==> src/rtl/msg_pkg.sv <==
// Shared types for the message assembler: error codes, assembler states, length width.
package msg_pkg;

  localparam int unsigned LEN_W = 16;

  typedef enum logic [1:0] {
    ERR_NONE = 2'd0,
    ERR_USER = 2'd1,
    ERR_OVF  = 2'd2,
    ERR_KEEP = 2'd3
  } err_code_e;

  typedef enum logic {
    ACCUM   = 1'b0,
    DISCARD = 1'b1
  } asm_state_e;

endpackage

==> src/rtl/msg_queue.sv <==
// Completed-message FIFO; slot 0 is the head and doubles as the output register.
module msg_queue #(
  parameter int unsigned WIDTH = 8,
  parameter int unsigned DEPTH = 2
) (
  input  logic             clk,
  input  logic             rst_n,
  input  logic             in_valid,
  input  logic [WIDTH-1:0] in_data,
  output logic             in_ready,
  output logic             out_valid,
  output logic [WIDTH-1:0] out_data,
  input  logic             out_ready
);

  localparam int unsigned CNT_W = $clog2(DEPTH + 1);

  logic [DEPTH*WIDTH-1:0] mem_q, mem_n;
  logic [CNT_W-1:0]       cnt_q, cnt_n, cnt_pop;
  logic                   pop, push;

  // Pop shifts every slot toward the head; a push lands in the first free slot after that.
  always_comb begin
    pop     = out_valid && out_ready;
    cnt_pop = cnt_q - CNT_W'(pop);
    push    = in_valid && (cnt_pop != CNT_W'(DEPTH));
    mem_n   = pop ? (mem_q >> WIDTH) : mem_q;
    for (int i = 0; i < DEPTH; i++) begin
      if (push && (cnt_pop == CNT_W'(i))) mem_n[i*WIDTH +: WIDTH] = in_data;
    end
    cnt_n = cnt_pop + CNT_W'(push);
  end

  always_ff @(posedge clk or negedge rst_n) begin
    if (!rst_n) begin
      mem_q     <= '0;
      cnt_q     <= '0;
      out_valid <= 1'b0;
      in_ready  <= 1'b0;
    end else begin
      mem_q     <= mem_n;
      cnt_q     <= cnt_n;
      out_valid <= (cnt_n != '0);
      in_ready  <= (cnt_n != CNT_W'(DEPTH));
    end
  end

  assign out_data = mem_q[WIDTH-1:0];

endmodule

==> src/rtl/msg_assembler.sv <==
// Assembles AXI-ST beats into whole messages with length/error tagging and queues them.
// Optional MSG_ASSEMBLER_STATS_EN adds pop counters stat_msgs/stat_errs.
module msg_assembler
  import msg_pkg::*;
#(
  parameter int unsigned DATA_BYTES    = 8,
  parameter int unsigned MAX_MSG_BYTES = 32,
  parameter int unsigned OUT_DEPTH     = 2
) (
  input  logic                       clk,
  input  logic                       rst,
  input  logic                       s_tvalid,
  output logic                       s_tready,
  input  logic [8*DATA_BYTES-1:0]    s_tdata,
  input  logic [DATA_BYTES-1:0]      s_tkeep,
  input  logic                       s_tlast,
  input  logic                       s_tuser,
  output logic                       msg_valid,
  input  logic                       msg_ready,
  output logic [LEN_W-1:0]           msg_length,
  output logic [8*MAX_MSG_BYTES-1:0] msg_data,
  output logic                       msg_error,
  output logic [1:0]                 msg_err_code
`ifdef MSG_ASSEMBLER_STATS_EN
  ,
  output logic [31:0]                stat_msgs,
  output logic [31:0]                stat_errs
`endif
);

  localparam int unsigned MW = 8 * MAX_MSG_BYTES;
  localparam int unsigned QW = LEN_W + MW + 3;
  localparam int unsigned CW = LEN_W + 1;
  localparam logic [CW-1:0] MAX_C = CW'(MAX_MSG_BYTES);

  asm_state_e            state_q, state_n;
  logic [MW-1:0]         asm_q, asm_wr, asm_n;
  logic [LEN_W-1:0]      cnt_q, cnt_n, len_sat;
  logic                  ovf_q, ovf_n, kerr_q, kerr_n, ovf_b, kerr_b;
  logic                  beat, push, keep_bad, beat_ovf;
  logic [CW-1:0]         kept, sum, off;
  logic [DATA_BYTES-1:0] keep_inc;
  err_code_e             code;
  logic [QW-1:0]         push_data, head;
  logic                  q_ready, q_valid;

  // Beat classification, byte compaction into the buffer, and the payload a tlast would push.
  always_comb begin
    beat = s_tvalid && s_tready;
    kept = '0;
    for (int j = 0; j < DATA_BYTES; j++) kept = kept + CW'(s_tkeep[j]);
    keep_inc = s_tkeep + DATA_BYTES'(1);
    keep_bad = ((keep_inc & s_tkeep) != '0) ||
               (!s_tlast && !(&s_tkeep)) ||
               (s_tlast && (s_tkeep == '0));
    sum      = CW'(cnt_q) + kept;
    beat_ovf = (sum > MAX_C);
    len_sat  = sum[CW-1] ? '1 : sum[LEN_W-1:0];
    ovf_b    = ovf_q || beat_ovf;
    kerr_b   = kerr_q || keep_bad;

    code = ERR_NONE;
    if (ovf_b)        code = ERR_OVF;
    else if (kerr_b)  code = ERR_KEEP;
    else if (s_tuser) code = ERR_USER;

    asm_wr = asm_q;
    off    = CW'(cnt_q);
    if (beat && (state_q == ACCUM)) begin
      for (int j = 0; j < DATA_BYTES; j++) begin
        if (s_tkeep[j]) begin
          for (int k = 0; k < MAX_MSG_BYTES; k++) begin
            if (off == CW'(k)) asm_wr[k*8 +: 8] = s_tdata[j*8 +: 8];
          end
          off = off + CW'(1);
        end
      end
    end
    push_data = {len_sat, asm_wr, (code != ERR_NONE), code};
  end

  // Message framing: a tlast pushes and restarts at offset 0; an oversize non-last beat discards.
  always_comb begin
    state_n = state_q;
    cnt_n   = cnt_q;
    ovf_n   = ovf_q;
    kerr_n  = kerr_q;
    asm_n   = asm_wr;
    push    = 1'b0;
    if (beat) begin
      if (s_tlast) begin
        push    = 1'b1;
        state_n = ACCUM;
        cnt_n   = '0;
        ovf_n   = 1'b0;
        kerr_n  = 1'b0;
        asm_n   = '0;
      end else begin
        cnt_n  = len_sat;
        ovf_n  = ovf_b;
        kerr_n = kerr_b;
        if ((state_q == ACCUM) && beat_ovf) state_n = DISCARD;
      end
    end
  end

  always_ff @(posedge clk or negedge rst) begin
    if (!rst) begin
      state_q <= ACCUM;
      asm_q   <= '0;
      cnt_q   <= '0;
      ovf_q   <= 1'b0;
      kerr_q  <= 1'b0;
    end else begin
      state_q <= state_n;
      asm_q   <= asm_n;
      cnt_q   <= cnt_n;
      ovf_q   <= ovf_n;
      kerr_q  <= kerr_n;
    end
  end

  msg_queue #(
    .WIDTH (QW),
    .DEPTH (OUT_DEPTH)
  ) u_queue (
    .clk       (clk),
    .rst_n     (rst),
    .in_valid  (push),
    .in_data   (push_data),
    .in_ready  (q_ready),
    .out_valid (q_valid),
    .out_data  (head),
    .out_ready (msg_ready)
  );

  assign s_tready     = q_ready;
  assign msg_valid    = q_valid;
  assign msg_length   = head[QW-1 -: LEN_W];
  assign msg_data     = head[MW+2:3];
  assign msg_error    = head[2];
  assign msg_err_code = head[1:0];

`ifdef MSG_ASSEMBLER_STATS_EN
  // Counted at the consumer side so only delivered messages are reflected.
  always_ff @(posedge clk or negedge rst) begin
    if (!rst) begin
      stat_msgs <= '0;
      stat_errs <= '0;
    end else if (msg_valid && msg_ready) begin
      stat_msgs <= stat_msgs + 32'd1;
      if (msg_error) stat_errs <= stat_errs + 32'd1;
    end
  end
`endif

endmodule

==> config.mk <==
export PLATFORM = sky130hd
export DESIGN_NAME = msg_assembler
export DESIGN_NICKNAME = d
export VERILOG_FILES = /design/src/rtl/msg_pkg.sv /design/src/rtl/msg_queue.sv /design/src/rtl/msg_assembler.sv
export SDC_FILE = /design/constraint.sdc
export NUM_CORES = 2
export LEC_CHECK = 0
export ABC_CLOCK_PERIOD_IN_PS = 8500
export CORE_MARGIN = 2
export CORE_UTILIZATION = 40
export CTS_CLUSTER_SIZE = 10
export DETAILED_ROUTE_END_ITERATION = 10
export PLACE_DENSITY_LB_ADDON = 0.2
export SYNTH_ARGS = -nofsm -noshare
export SYNTH_HDL_FRONTEND = slang
export SYNTH_SLANG_ARGS = --single-unit
export TNS_END_PERCENT = 30
==> constraint.sdc <==
create_clock -name clk -period 8.5 [get_ports clk]
set_input_delay 1.7 -clock clk [delete_from_list [all_inputs] [get_ports clk]]
set_output_delay 1.7 -clock clk [all_outputs]
set_load 0.03 [all_outputs]
==> results.toml <==
[critical_path]
cp-start-kind = "input pin"
cp_common_cell = "ha_1"
critPathMaxFanout = 8
critical-path-max-stage-delay_ns = 0.50
cp_slowest_cell = "or4_4"
cp_data_required_time_ns = 9.13
cp.arrival_ns = 8.83
critPathKind = "input pin to flip-flop"
endpoint_kind = "flip-flop"

[job]
drv_cap = 2

[global_routing]
gr-total-overflow = 0
grt_pass1_wl_um = 526000
grt_pass1_vias = 71700
antenna_found_initial = 40
grtUsageTotal = 0.399
grt_max_degree = 183

[timing]
slew_violations = 21
period_share = 0.965
finalSetupViolCount = 0
worst_clock_skew_ns = 0.0566
slew_headroom = -0.0452
fin_ws_ns = 0.299
tightest_slew_ns = 1.56
clock.fmax_mhz = 122
finalSetupTns_ns = 0
timing.hold.ws_ns = 0.498
hold_viol_final = 0
fin_crit_ns = 8.20

[logic_synthesis]
yosysMostFrequentCell = "nand2_1"
syn_area_per_cell_um2 = 8.02
synthCells = 8770
async_flop_share = 1.00
syn_nets = 8891
synth_area_um2 = 70400
synth-xor-area-share = 0.0147
yosysTopAreaCell = "dfrtp_1"
synth_fa_ha_area_frac = 0.00818
yosysTopAreaCellShare = 0.295
synth_edf_count = 0
synth.distinct_cells = 103
ys_seq_area_frac = 0.295
synth_top_family_by_area = "compound AO/OA/AOI/OAI gates"
yosys-top-cells-count = "nand2_1, mux2i_1, dfrtp_1"
synth_flop_cell = "dfrtp_1"
muxShareOfSynthArea = 0.180
yosys-top-cells-area = "dfrtp_1, mux2i_1, mux2_2"
synth_compound_area_frac = 0.240
synth_simple_gate_area_frac = 0.184
ys_warn_count = 0
ys_seq_elements = 829

[finish]
nets = 9151
regArea_um2 = 20700
drive_above_1_share = 0.207
area_delta_synth_final_pct = 19.1
stdcell_area_um2 = 83800
multi_input_area_um2 = 45300
fill_cells = 16900

[placed_design]
place_ws_ns = -0.727
dpl.hpwl_um = 237000
placed_area_um2 = 79900
gp_congestion = 1.05
portBuffers = 354

[floorplan]
rows = 153
fp.dieArea_um2 = 179000
die_y_um = 423
coreArea_um2 = 174000
io_pins = 355
initial_core_util = 0.404
die_x_um = 423

[power_and_ir_drop]
totalPowerFinal_w = 0.0256
vdd_ir_drop_max_mv = 0.301
power.leakage_nw = 38.7
power_density_nw_per_um2 = 305

[drt]
vias_per_cell = 6.77
drtIter0Drc = 11800
maxUsedRoutingLayer = "met5"
m1WireLength_um = 143000
wl_met2_um = 152000
wl_um = 374000
ant_nets = 0
first_pass_iters = 7
drc_errors = 0
routed-wl-met3_um = 49800
routedWlPerCell_um = 32.7
vias = 77500

[clock_network]
cts_sinks = 829
path_clk_slew_ns = 0.06
clk_path_buf_depth = 3
cts-root-buf = "clkbuf_16"
insertion_delay_ns = 0.82
cts_tree = "done"
cts_made_buffers = 104
cts_max_level = 3

[run_status]
failed_checks = "capacitance limit, slew limit"
status = "complete, but fails checks"

[worst_hold_path]
hold_path_class = "flip-flop to flip-flop"
## stage by stage
stage	util	std cells
after floorplan	-	8770
after global placement	0.458	11200
after detailed placement	0.458	11200
after CTS	0.476	11400
after global routing	0.480	11400
final	0.481	11400
## flip-flops by register name, summed over array words and instances (netlist names), 2 cells and up
| name | flops |
|---|---|
| cnt_q | 16 |
| asm_q | 256 |
| u_queue.cnt_q | 2 |
| u_queue.mem_q | 550 |
## logic make-up after synthesis
family / count (synthesis)
AND/OR/NAND/NOR: 2733
multiplexers: 1217
AO/OA/AOI/OAI: 2663
XOR/XNOR: 107
adder cells (fa/ha/maj): 43
flip-flops: 829
buffers and inverters: 1178
## report_power, final
| group | switching [W] | internal (W) |
|---|---|---|
| logic | 0.00990 | 0.00569 |
| clock network | 0.00188 | 0.00249 |
| registers | 0.000847 | 0.00478 |
## final timing paths
path / startpoint / endpoint / slack (ns) / depth (start not counted)
min reg2reg: u_queue.mem_q[405] / u_queue.mem_q[405] / 0.50 / 2
max reg2reg: cnt_q[1] / u_queue.mem_q[436] / 0.86 / 36
min in group asynchronous: rst / u_queue.mem_q[265] / 0.94 / 1
min: u_queue.mem_q[405] / u_queue.mem_q[405] / 0.50 / 2
max: s_tkeep[0] / u_queue.mem_q[436] / 0.30 / 36
max in group asynchronous: rst / u_queue.mem_q[507] / 5.49 / 3
## repair_timing
| item | CTS | global route |
|---|---|---|
| gates resized for setup | 0 | 136 |
| endpoints found under the setup margin | 0 | 768 |
| buffers inserted | 0 | 5 |
| hold buffers | 0 | 0 |
## per-layer routing
| layer | global-route usage | vias up |
|---|---|---|
| li1 | - | 32600 |
| met1 | 0.518 | 37200 |
| met2 | 0.565 | 5932 |
| met3 | 0.128 | 1705 |
| met4 | 0.261 | 22 |
| met5 | 0.00349 | - |
## area by class of cell
cell class	instances	area share
Tap cell	2325	0.0347
Clock inverter	23	0.00372
Clock buffer	131	0.0337
Antenna cell	37	0.00110
Timing Repair Buffer	1278	0.137
Inverter	54	0.00251
Sequential cell	829	0.248
Multi-Input combinational cell	6763	0.540
## cells in the final DEF, fill, tap and decap left out, types with 24 or more instances in the layout
cell / n
o22ai_1: 46
xnor2_1: 67
nor2_1: 652
mux2i_1: 819
clkbuf_16: 108
o21ai_0: 415
dfrtp_1: 829
or3_1: 87
buf_12: 75
a32o_1: 48
clkdlybuf4s50_1: 339
o21a_1: 80
o211ai_1: 140
diode_2: 37
a31oi_1: 400
nor3_2: 79
a31o_2: 100
o31ai_1: 361
ha_1: 38
o21ai_1: 157
inv_1: 44
nor3_1: 147
a21oi_1: 692
nand2_1: 999
nor4_1: 57
or2_2: 35
nand3_1: 203
mux2i_2: 24
mux2_2: 372
and3_1: 213
nand4_1: 90
o31ai_2: 31
and2_1: 27
o211a_1: 68
buf_4: 833
## critical path: cells and delay by family
kind	cells	cell delay (ns)
and+or+nand+nor	13	2.64
buffers and inverters	8	1.52
AOI/OAI and AO/OA	8	1.19
adders and majority gates	4	1.07
muxes	2	0.57
xor gates and xnor gates	1	0.12
(Power assumes the default switching activity.)
